**config.mk**
```make
export PLATFORM = sky130hd
export DESIGN_NAME = dd_capture
export DESIGN_NICKNAME = d
export VERILOG_FILES = /design/src/rtl/dd_capture_pkg.sv /design/src/rtl/dd_fifo.sv /design/src/rtl/dd_capture.sv
export SDC_FILE = /design/constraint.sdc
export NUM_CORES = 1
export LEC_CHECK = 0
export ABC_AREA = 1
export BUFFER_PORTS_ARGS = -buffer_cell sky130_fd_sc_hd__buf_2
export CAP_MARGIN = 25
export CORE_MARGIN = 3
export CORE_UTILIZATION = 50
export DETAILED_ROUTE_END_ITERATION = 12
export MAX_ROUTING_LAYER = met4
export PLACE_DENSITY = 0.7
export SLEW_MARGIN = 20
export SYNTH_ARGS = -nofsm -noshare
export SYNTH_HDL_FRONTEND = slang
export SYNTH_SLANG_ARGS = --single-unit
```
**constraint.sdc**
```tcl
create_clock -name MasterClock -period 2.4 [get_ports MasterClock]
set_input_delay 0.12 -clock MasterClock [delete_from_list [all_inputs] [get_ports MasterClock]]
set_output_delay 0.12 -clock MasterClock [all_outputs]
set_load 0.01 [all_outputs]
```
**src/rtl/dd_capture_pkg.sv**
```systemverilog
`default_nettype none
// ============================================================================
// Module  : dd_capture_pkg
// Brief   : Shared constants, capture entry layout and FIFO state encoding
//           for the DRAM data bus capture block.
// Revision: 1.0 - initial release
// ============================================================================
package dd_capture_pkg;

  // Width of the DRAM data bus being captured.
  localparam int DD_WIDTH = 7;

  // Width of the occupancy counter (covers 0..16).
  localparam int COUNT_W = 5;

  // One captured sample: is_float marks a capture taken while the bus was undriven.
  typedef struct packed {
    logic                is_float;
    logic [DD_WIDTH-1:0] data;
  } dd_entry_t;

  // FIFO occupancy state, decoded from the entry count.
  typedef enum logic [1:0] {
    FIFO_EMPTY   = 2'd0,
    FIFO_PARTIAL = 2'd1,
    FIFO_FULL    = 2'd2
  } fifo_state_t;

  // Builds the entry stored for one capture; an undriven bus stores zero data.
  function automatic dd_entry_t make_entry(input logic driven,
                                           input logic [DD_WIDTH-1:0] bus);
    dd_entry_t e;
    e.is_float = ~driven;
    e.data     = driven ? bus : '0;
    return e;
  endfunction

endpackage
`default_nettype wire

```
**src/rtl/dd_fifo.sv**
```systemverilog
`default_nettype none
// ============================================================================
// Module  : dd_fifo
// Brief   : DEPTH-entry FIFO of capture entries with a registered head entry.
//           The head register is zero whenever the FIFO is empty so stale
//           storage contents never reach the outputs.
// Revision: 1.0 - initial release
// ============================================================================
module dd_fifo
  import dd_capture_pkg::*;
#(
  parameter int DEPTH = 4
) (
  input  logic               clk_i,
  input  logic               rst_ni,
  input  logic               clr_i,
  input  logic               push_i,
  input  dd_entry_t          push_data_i,
  input  logic               pop_ready_i,
  output logic               valid_o,
  output dd_entry_t          head_o,
  output logic [COUNT_W-1:0] count_o,
  output logic               drop_o
);

  localparam int                 c_ptr_w = (DEPTH > 1) ? $clog2(DEPTH) : 1;
  localparam logic [COUNT_W-1:0] c_full  = COUNT_W'(DEPTH);
  localparam logic [c_ptr_w-1:0] c_one   = c_ptr_w'(1);

  dd_entry_t          mem_q [DEPTH];
  logic [c_ptr_w-1:0] wr_ptr_q, wr_ptr_d;
  logic [c_ptr_w-1:0] rd_ptr_q, rd_ptr_d;
  logic [COUNT_W-1:0] count_q, count_d;
  dd_entry_t          head_q, head_d;
  fifo_state_t        state;
  logic               w_pop;
  logic               w_push_ok;
  logic [c_ptr_w-1:0] w_rd_next;

  // Decode occupancy state and the accepted push/pop for this cycle.
  always_comb begin
    state = FIFO_PARTIAL;
    if (count_q == '0) begin
      state = FIFO_EMPTY;
    end else if (count_q == c_full) begin
      state = FIFO_FULL;
    end
    w_pop     = (state != FIFO_EMPTY) && pop_ready_i;
    // A full FIFO still takes a push when the head leaves in the same cycle.
    w_push_ok = push_i && ((state != FIFO_FULL) || w_pop);
    w_rd_next = rd_ptr_q + c_one;
  end

  // Next-state for pointers, count and the registered head entry.
  always_comb begin
    wr_ptr_d = wr_ptr_q;
    rd_ptr_d = rd_ptr_q;
    count_d  = count_q;
    head_d   = head_q;
    if (clr_i) begin
      wr_ptr_d = '0;
      rd_ptr_d = '0;
      count_d  = '0;
      head_d   = '0;
    end else begin
      if (w_push_ok) begin
        wr_ptr_d = wr_ptr_q + c_one;
      end
      if (w_pop) begin
        rd_ptr_d = w_rd_next;
      end
      case ({w_push_ok, w_pop})
        2'b10:   count_d = count_q + 5'd1;
        2'b01:   count_d = count_q - 5'd1;
        default: count_d = count_q;
      endcase
      if (w_pop) begin
        // Last entry leaving: head becomes the incoming entry or clears.
        if (count_q == 5'd1) begin
          head_d = w_push_ok ? push_data_i : '0;
        end else begin
          head_d = mem_q[w_rd_next];
        end
      end else if (w_push_ok && (state == FIFO_EMPTY)) begin
        head_d = push_data_i;
      end
    end
  end

  // Control state register.
  always_ff @(posedge clk_i or negedge rst_ni) begin
    if (!rst_ni) begin
      wr_ptr_q <= '0;
      rd_ptr_q <= '0;
      count_q  <= '0;
      head_q   <= '0;
    end else begin
      wr_ptr_q <= wr_ptr_d;
      rd_ptr_q <= rd_ptr_d;
      count_q  <= count_d;
      head_q   <= head_d;
    end
  end

  // Storage array write; contents are deliberately left unreset.
  always_ff @(posedge clk_i) begin
    if (w_push_ok && !clr_i) begin
      mem_q[wr_ptr_q] <= push_data_i;
    end
  end

  assign valid_o = (state != FIFO_EMPTY);
  assign head_o  = head_q;
  assign count_o = count_q;
  assign drop_o  = push_i && !w_push_ok;

endmodule
`default_nettype wire

```
**src/rtl/dd_capture.sv**
```systemverilog
`default_nettype none
// ============================================================================
// Module  : dd_capture
// Brief   : Captures the DRAM data bus on each rising edge of SAMPLE into a
//           FIFO, tagging captures taken while the bus was undriven, with
//           sticky overflow and float-error flags.
// Revision: 1.0 - initial release
// ============================================================================
module dd_capture
  import dd_capture_pkg::*;
#(
  parameter int DEPTH = 4
) (
  input  logic               MasterClock,
  input  logic               nReset,
  input  logic               inDD_0,
  input  logic               inDD_1,
  input  logic               inDD_2,
  input  logic               inDD_3,
  input  logic               inDD_4,
  input  logic               inDD_5,
  input  logic               inDD_6,
  input  logic               enDD,
  input  logic               SAMPLE,
  input  logic               CLR,
  output logic               RD_VALID,
  input  logic               RD_READY,
  output logic [DD_WIDTH-1:0] RD_DATA,
  output logic               RD_FLOAT,
  output logic [COUNT_W-1:0] COUNT,
  output logic               OVERFLOW,
  output logic               FLOATERR
);

  logic                sample_q, sample_d;
  logic                armed_q, armed_d;
  logic                overflow_q, overflow_d;
  logic                floaterr_q, floaterr_d;
  logic [DD_WIDTH-1:0] w_bus;
  logic                w_edge;
  logic                w_push;
  logic                w_drop;
  dd_entry_t           w_entry;
  dd_entry_t           w_head;

  assign w_bus = {inDD_6, inDD_5, inDD_4, inDD_3, inDD_2, inDD_1, inDD_0};

  // Edge detect, entry formation and sticky-flag next state; CLR wins over all.
  always_comb begin
    sample_d   = SAMPLE;
    // armed_q stays low for the first edge after reset so a SAMPLE already
    // high at release is not taken as a new request.
    armed_d    = 1'b1;
    w_edge     = SAMPLE && !sample_q && armed_q;
    w_push     = w_edge && !CLR;
    w_entry    = make_entry(enDD, w_bus);
    overflow_d = overflow_q;
    floaterr_d = floaterr_q;
    if (CLR) begin
      overflow_d = 1'b0;
      floaterr_d = 1'b0;
    end else begin
      if (w_drop) begin
        overflow_d = 1'b1;
      end
      if (w_edge && !enDD) begin
        floaterr_d = 1'b1;
      end
    end
  end

  // Edge-detect and flag registers.
  always_ff @(posedge MasterClock or negedge nReset) begin
    if (!nReset) begin
      sample_q   <= 1'b0;
      armed_q    <= 1'b0;
      overflow_q <= 1'b0;
      floaterr_q <= 1'b0;
    end else begin
      sample_q   <= sample_d;
      armed_q    <= armed_d;
      overflow_q <= overflow_d;
      floaterr_q <= floaterr_d;
    end
  end

  dd_fifo #(
    .DEPTH(DEPTH)
  ) u_fifo (
    .clk_i      (MasterClock),
    .rst_ni     (nReset),
    .clr_i      (CLR),
    .push_i     (w_push),
    .push_data_i(w_entry),
    .pop_ready_i(RD_READY),
    .valid_o    (RD_VALID),
    .head_o     (w_head),
    .count_o    (COUNT),
    .drop_o     (w_drop)
  );

  assign RD_DATA  = w_head.data;
  assign RD_FLOAT = w_head.is_float;
  assign OVERFLOW = overflow_q;
  assign FLOATERR = floaterr_q;

endmodule
`default_nettype wire

```
# Word level (Yosys, flattened, before mapping)
# Memory sizes are Yosys's and may differ from the RTL's.
# Cells that the tools add are included.
# op_classes
n_addsub	4
eq_ne	5
n_mux	20
bitwise_logic	1
reduce_logical	23
# ops
cell	count
8-bit two-way mux	5
2-bit two-way mux	6
5-bit one-hot mux with 2 select lines	1
2-bit nonzero test	5
1-bit logical AND	9
7-bit two-way mux	1
1-bit two-way mux	6
3-bit nonzero test	2
5-bit by 1-bit adder with 5-bit output, second input constant	1
5-bit by 1-bit == test with 1-bit output, second input constant	1
5-bit by 3-bit == test with 1-bit output, second input constant	1
5-bit zero test	1
5-bit two-way mux	1
5-bit by 1-bit subtractor with 5-bit output, second input constant	1
2-bit by 1-bit adder with 2-bit output, second input constant	2
1-bit zero test	4
2-bit by 1-bit == test with 1-bit output, second input constant	1
2-bit == test, second input constant	1
2-bit zero test	1
2-bit != test, second input constant	1
1-bit logical OR	1
1-bit inverter	1
# word_totals
reg_bits	21
ram_bits	32
in_bits	13
memories	1
# mem_list
name	words	word_bits	read_ports	rd_clocked_by_memory_dff	write_ports	line_no	text
u_fifo.mem_q	4	8	1	0	1	dd_fifo.sv:30	dd_entry_t mem_q [DEPTH];

# Longest topological paths before layout
# Gate-level depths: netlist (run 1).
# depth
ltp_word	11
ltp_mapped	12

# Modules after synthesis
# Synthesis (run 1) repeated with hierarchy kept, for this count alone.
# hier_totals
cells_unflattened	303
area_unflattened_um2	2721.4
# modules_own_cells
mod	instances	cells_each	area_per_inst_um2
dd_fifo	1	271	2497.4
dd_capture	1	32	224.0

# Worst setup path before layout (run 1)
# Ideal clock, no wire load.
# synth_path
kind	register to register
start	register u_fifo.count_q[0] (netlist: u_fifo.count_o[0])
end	memory u_fifo.mem_q[0][0] (netlist bit) (enable)
setup_time_ns	0.371
arrival_time_ns	1.587
required_time_ns	2.029
slack_ns	0.442
stages_incl_launch_ff	9
n_path_buf	1
period_less_slack_ns	1.958
cell_sequence	dfrtp_1 inv_1 ha_1 inv_1 nor2_1 nand3_2 nand2_2 buf_6 nor2_1
# synth_between
elab_chain_cells	10
elab_cells_between_ends	12
cone_classes	eq/ne (2); mux (4); reduce/logical (6)
# synth_rtl
element	line_no	text
from (decl)	dd_fifo.sv:33	logic [COUNT_W-1:0] count_q, count_d;
from (signal assigned)	dd_fifo.sv:100	count_q <= count_d;
5-bit by 3-bit == test with 1-bit output	dd_fifo.sv:45	end else if (count_q == c_full) begin
2-bit two-way mux	dd_fifo.sv:45	
2-bit two-way mux (*)	dd_fifo.sv:43	if (count_q == '0) begin
2-bit nonzero test	dd_fifo.sv:48	w_pop = (state != FIFO_EMPTY) && pop_ready_i;
1-bit logical AND	dd_fifo.sv:48	
1-bit logical OR (*)	dd_fifo.sv:50	w_push_ok = push_i && ((state != FIFO_FULL) || w_pop);
1-bit logical AND (*)	dd_fifo.sv:50	
1-bit logical AND (*)	dd_fifo.sv:107	if (w_push_ok && !clr_i) begin
1-bit two-way mux (*)	dd_fifo.sv:107	
1-bit two-way mux (implied by the code) (*)	dd_fifo.sv:108	mem_q[wr_ptr_q] <= push_data_i;
to (decl)	dd_fifo.sv:30	
# Mark *: on every way between the ends. The rest lies on a longest branch, timed or not.

# Worst setup path in the final report (run 1)
# layout_path
start	register u_fifo.count_q[0] (netlist: u_fifo.count_o[0])
end	memory u_fifo.mem_q[1][2] (netlist bit) (enable)
# The elaborated chain is that of the path after synthesis.

==> results of run 1 <==
## kinds of logic (layout without fill, tap and decap cells)
group / count (synthesis) / after routing / share of synthesized area, %
xor gates and xnor gates: 4 / 4 / 1.32
DFF: 53 / 53 / 56.0
AOI/OAI and AO/OA: 19 / 19 / 5.09
and+or+nand+nor: 160 / 160 / 27.0
buffers and inverters: 38 / 72 / 6.64
adders and majority gates: 8 / 8 / 3.77
other: 1 / 1 / 0.141
## per-stage QoR
step,cells,util [%],power [W]
final,384,60.6,0.00293
after global placement,374,57.9,0.00233
after global routing,384,60.6,0.00316
after detailed placement,374,57.9,0.00235
after floorplan,283,-,0.00210
after CTS,384,60.6,0.00295
## flip-flops by register name, summed over array words and instances, names as in the netlist
register,flops
u_fifo.head_o,8
u_fifo.rd_ptr_q,2
u_fifo.mem_q,32
armed_q,1
u_fifo.wr_ptr_q,2
FLOATERR,1
OVERFLOW,1
sample_q,1
u_fifo.count_o,5
## worst paths after layout
kind,endpoint,slack [ps],depth (start not counted)
setup / recovery,u_fifo.mem_q[1][2]$_DFFE_PP_,360,7
hold / removal,OVERFLOW$_DFFE_PN0P_,70,2
setup reg to reg,u_fifo.mem_q[1][2]$_DFFE_PP_,360,7
hold reg to reg,u_fifo.head_o[1]$_DFFE_PN0P_,480,2
max in group asynchronous,u_fifo.rd_ptr_q[1]$_DFFE_PN0P_,1770,2
min in group asynchronous,u_fifo.head_o[5]$_DFFE_PN0P_,300,2
## timing repair
action,4_1_cts,5_1_grt
endpoints found under the hold margin,22,0
hold buffers,2,0
setup buffers,0,0
gates resized for setup,0,0
## synthesized netlist by cell type, types with 2 or more instances
master / n
o22ai_1: 8
edfxtp_1: 32
inv_1: 23
o21ai_0: 4
xor2_1: 2
nor2_4: 2
nand2_2: 6
o21ai_2: 4
buf_2: 3
ha_1: 8
nor2_1: 43
nand3_1: 21
inv_2: 7
nand2_4: 3
buf_6: 4
nand2_1: 80
xnor2_1: 2
dfrtp_1: 21
## final cells by class
class,instances,share of cell area (%)
timing repair buffer,34,6.39
multi-input combinational,192,33.3
sequential,53,49.9
clock inverter,2,1.30
tap,67,2.82
inverter,30,3.78
clock buffer,6,2.44
## power by group through the flow
stage / clock network, W / logic [W] / registers [W]
finish: 0.000598 / 0.00115 / 0.00118
global placement: 0 / 0.00113 / 0.00120
floorplan: 0 / 0.000918 / 0.00118
detailed placement: 0 / 0.00115 / 0.00120
global route: 0.000655 / 0.00131 / 0.00120
CTS: 0.000609 / 0.00116 / 0.00118
## layer usage
layer  vias up  routed length [µm]
met2        54                2630
met1       900                2170
met5         -                   0
li1        967                   -
met3        10                 293
met4         0                  95
==> run metrics, run 1 <==
Crit path buffers/inverters=2; Layout Skew=5.36 ps; syn nets=304; first-pass iteration count of the detailed router=4; Sink Count=53; worst hold margin=74.4 ps; Die Y=78.9 µm; Tmin final=2040 ps; Logic pwr share=39.2%; Worst Tran Pin Value=700 ps; IO Pins=29; VDD IR-drop max=0.000633 V; Synth area leaders=edfxtp_1, dfrtp_1, nand2_1; ANT nets after route=0; Clk pwr share=20.4%; 1st-iter DRT viols=209; post-synth top area share=36.2%; filler cell count=430; die area=6220 µm²; root buf cell=clkbuf_8; Core ar.=4910 µm²; diodes inserted=0; Overall Global Routing Usage=18.9%; clk buf depth=2; run status=completed; leak pwr=1.43 nW; Max FO, Critical Path=8; commonest cells after routing, fill and taps aside=nand2_1, nor2_1, edfxtp_1; Synth Flop Type=edfxtp_1; CTS clock-pin slew for the worst setup and hold paths=90 ps; area of the multi-input gates=992 µm²; Async S/R FF share, synth=39.6%; commonest non-fill, non-tap cell in the layout=nand2_1; Worst Setup Path Type=reg2reg; Netlist cell types=28; Cells after Synth=283; sequential element share of the synthesized area=56.0%; grt total ovfl=0; wire length per cell=13.5 µm; Internal Power=0.00178 W; crit path max-delay cell type=nor2_1; CTS tree=yes; # rows=25; sw frac=39.2%; final hold vios=0; initial antenna violation count=0; Yosys reg bits=53; crit start category=flip-flop; H-tree Lvls=2; die extent in x=78.9 µm; YS warnings=0; Post-DP HPWL=3850 µm; Port Buf Inserts=28; Sequential cell area=1490 µm²; Post-Route Setup TNS=0 ps; power per standard cell area=985 nW/µm²; global-route wire length before repair=8880 µm; grt met1 use=23.2%; WP data arrival=1980 ps; CP Cell Sequence=inv_1 -> ha_1 -> inv_1 -> nor2_1 -> nand3_2 -> nand2_2 -> nor2_1; Avg Cell Area, Syn=9.38 µm²; Final Cycle Share=85.1%; DR vias=1931; Nets=337; layout cell share with drive strength beyond 1=20.5%; Switch Pwr=0.00115 W; max_slew headroom=53.1%; biggest area consumer among synthesized cells=edfxtp_1; CP Capture Type=flip-flop; Setup Viol. Count Final=0; vias in the first global route=1954; cts bufs inserted=5; Slew Viols, Final=0; routability cong.=0.840; worst reg2reg startpoint=u_fifo.count_o[0]$_DFFE_PN0P_; DP Worst Slack=363 ps; Req. time, crit path=2340 ps; crit path from=u_fifo.count_o[0]$_DFFE_PN0P_; Routed WL=5190 µm; Hold WC Path Type=in2reg; GR Util met3=3.97%; area delta synth->final=12.1%; Reg power frac=40.4%; drt drc=0; Post-synth EDFFs=32; Post-DP Area=2850 µm²; f_max=490 MHz; Final Cell Area=2980 µm²; Worst Hold Launch=CLR; Mapped Area=2660 µm²; Max Cap Viol=0; M2 GR Usage=31.5%; crit-path leading delay family=simple AND/OR/NAND/NOR gates; Top Usage Layer GRT=met2; largest net degree at the start of global routing=22; Skew-Pair Late Insertion Delay=300 ps; RSZ-0062 raised after global routing=no; Initial Utilization=54.1%; Via density=5.03; Final Worst Setup Slack=358 ps; crit-path max cell delay=540 ps
Note: power is estimated with default switching activity, not from simulation.
==> run 2, diff against run 1 <==
--- a/config.mk
+++ b/config.mk
@@ -9,10 +9,10 @@
 export BUFFER_PORTS_ARGS = -buffer_cell sky130_fd_sc_hd__buf_2
 export CAP_MARGIN = 25
 export CORE_MARGIN = 3
-export CORE_UTILIZATION = 50
+export CORE_UTILIZATION = 58
 export DETAILED_ROUTE_END_ITERATION = 12
 export MAX_ROUTING_LAYER = met4
-export PLACE_DENSITY = 0.7
+export PLACE_DENSITY = 0.79
 export SLEW_MARGIN = 20
 export SYNTH_ARGS = -nofsm -noshare
 export SYNTH_HDL_FRONTEND = slang
==> run 2 against run 1 <==
  * Count of clock-buffer cells in the layout grew 1
  * First-iteration DRC count shrank 29%
  * Total power shrank 3.1%
  * Global-route usage grew 3.5 points
  * Critical endpoint is now u_fifo.mem_q[3][3]$_DFFE_PP_
  * Highest routed layer unchanged
==> run metrics, run 2 (synthesis gave the netlist of run 1 again) <==
power per standard cell area=975 nW/µm² (-0.99%); Max FO, Critical Path=8 (unchanged); crit path max-delay cell type=nor2_1; Routed WL=5400 µm (+4.0%); DR vias=1940 (+0.47%); Final Cycle Share=89.7% (+4.6 points); commonest non-fill, non-tap cell in the layout=nand2_1; diodes inserted=0 (unchanged); Layout Skew=6.40 ps (+1.05 ps); Worst Hold Launch=CLR; crit-path max cell delay=610 ps (+70 ps); CP Capture Type=flip-flop; Hold EP=OVERFLOW$_DFFE_PN0P_; routability cong.=0.892 (+6.2%); Hold WC Path Type=in2reg; leak pwr=1.41 nW (-2.0%); die area=5430 µm² (-13%); largest net degree at the start of global routing=22 (unchanged); final hold vios=0 (unchanged); Hold Crit Depth=2 (unchanged); # rows=23 (-8.0%); IO Pins=29 (unchanged); Core ar.=4200 µm² (-14%); Overall Global Routing Usage=22.4% (+3.5 points); Initial Utilization=63.2% (+9.1 points); VDD IR-drop max=0.000555 V (-12%); Tmin final=2150 ps (+111 ps); Post-DP Area=2810 µm² (-1.3%); wire length per cell=14.8 µm (+9.5%); Reg with most FFs=u_fifo.mem_q; fin cells=365 (-4.9%); Sink Count=53 (unchanged); vias in the first global route=1980 (+1.3%); clk buf depth=2 (unchanged); max layer used=met4; Worst Tran Pin Value=776 ps (+75.2 ps); WP data arrival=2090 ps (+110 ps); Skew-Pair Late Insertion Delay=300 ps (about the same); layout cell share with drive strength beyond 1=19.7% (-0.82 points); Setup Viol. Count Final=0 (unchanged); worst reg2reg startpoint=u_fifo.count_o[0]$_DFFE_PN0P_; met1 wire length=2420 µm (+11%); CTS clock-pin slew for the worst setup and hold paths=90 ps (about the same); filler cell count=347 (-19%); Final Cell Area=2910 µm² (-2.1%); Via density=5.32 (+5.7%); Max Cap Viol=0 (unchanged); max_slew headroom=48.1% (-5.0 points); first-pass iteration count of the detailed router=4 (unchanged); Post-Route Setup TNS=0 ps (unchanged); crit start category=flip-flop; post-layout util=69.3% (+8.7 points); commonest cells after routing, fill and taps aside=nand2_1, nor2_1, edfxtp_1; CP Cell Sequence=inv_1 -> ha_1 -> inv_1 -> nor2_1 -> nand3_2 -> nand2_2 -> nor2_1; met3 WL=232 µm (-21%); Req. time, crit path=2340 ps (about the same); Nets=335 (-0.59%); cell depth of the worst flop-to-flop path=7 (unchanged); Post-DP HPWL=3860 µm (+0.24%); crit path from=u_fifo.count_o[0]$_DFFE_PN0P_; RSZ-0062 raised after global routing=no; Worst Setup Path Type=reg2reg; ANT nets after route=0 (unchanged); root buf cell=clkbuf_8; post_cts resized=0 (unchanged); setup bufs post-CTS=0 (unchanged); die extent in x=73.7 µm (-6.6%); Port Buf Inserts=28 (unchanged); FF-to-FF End=u_fifo.mem_q[3][3]$_DFFE_PP_; grt total ovfl=0 (unchanged); f_max=465 MHz (-5.1%); area delta synth->final=9.71%; met2 wire length=2650 µm (+0.99%); cts bufs inserted=5 (unchanged); global-route wire length before repair=8870 µm (-0.16%); Slew Viols, Final=0 (unchanged); CTS tree=yes; run status=completed; Die Y=73.7 µm (-6.6%); reg2reg setup slack=250 ps (-110 ps); max reg flops=32 (unchanged); H-tree Lvls=2 (unchanged); drt drc=0 (unchanged); 1st-iter DRT viols=148 (-29%); Cells after DPL=355 (-5.1%); worst hold margin=75.0 ps (+0.626 ps); initial antenna violation count=0 (unchanged)
-- run 2: changes by cell type in the layout (fill, tap and decap cells not counted) --
cell        before  now
clkinvlp_4       0    1
inv_6            1    0
bufinv_16        1    0
buf_4            4    2
clkbuf_1         1    2
-- run 2: repair_timing --
item,CTS,global route
hold buffers,2,0
hold endpoints to repair,22,0
setup endpoints to repair,0,0
-- run 2: critical path, delay by kind of cell (launching register included) --
kind                     cells  cell delay [ps]
buffers and inverters        2              190
AND/OR/NAND/NOR              4              870
adder cells (fa/ha/maj)      1              240
flip-flops                   1              480
-- run 2: layout make-up --
cell class	instances	area [µm²]	area share, %
well taps	50	62.6	2.15
clock buffers	7	76.3	2.62
clock inverters	1	7.51	0.258
multi-input cells	192	992	34.1
flip-flops and latches	53	1490	51.0
repair buffers	32	175	6.01
inverters	30	113	3.87
-- run 2: power by group --
part | switching (W) | total, W | internal, W
combinational | 0.000761 | 0.00117 | 0.000411
clock | 0.000279 | 0.000486 | 0.000207
sequential | 0.000125 | 0.00118 | 0.00106
-- run 2: worst max path at each step --
stage	cells past startpoint	to	slack, ps
after floorplan	8	u_fifo.mem_q[0][0]$_DFFE_PP_	440
after global placement	7	u_fifo.mem_q[0][1]$_DFFE_PP_	390
after detailed placement	7	u_fifo.mem_q[3][5]$_DFFE_PP_	240
after CTS	7	u_fifo.mem_q[3][5]$_DFFE_PP_	230
after global routing	7	u_fifo.mem_q[3][6]$_DFFE_PP_	80
final	7	u_fifo.mem_q[3][3]$_DFFE_PP_	250
-- run 2: per-layer routing --
metal  GRT usage (%)  up-vias
met5               -        -
li1                -      971
met4            10.7        0
met2            35.7       53
met1            28.2      906
met3            3.01       10
-- run 2: metrics by stage --
stage	setup WS (ps)	total power, W
after global placement	387	0.00234
final	247	0.00284
after CTS	226	0.00284
after floorplan	442	0.00210
after global routing	76.4	0.00304
after detailed placement	241	0.00236
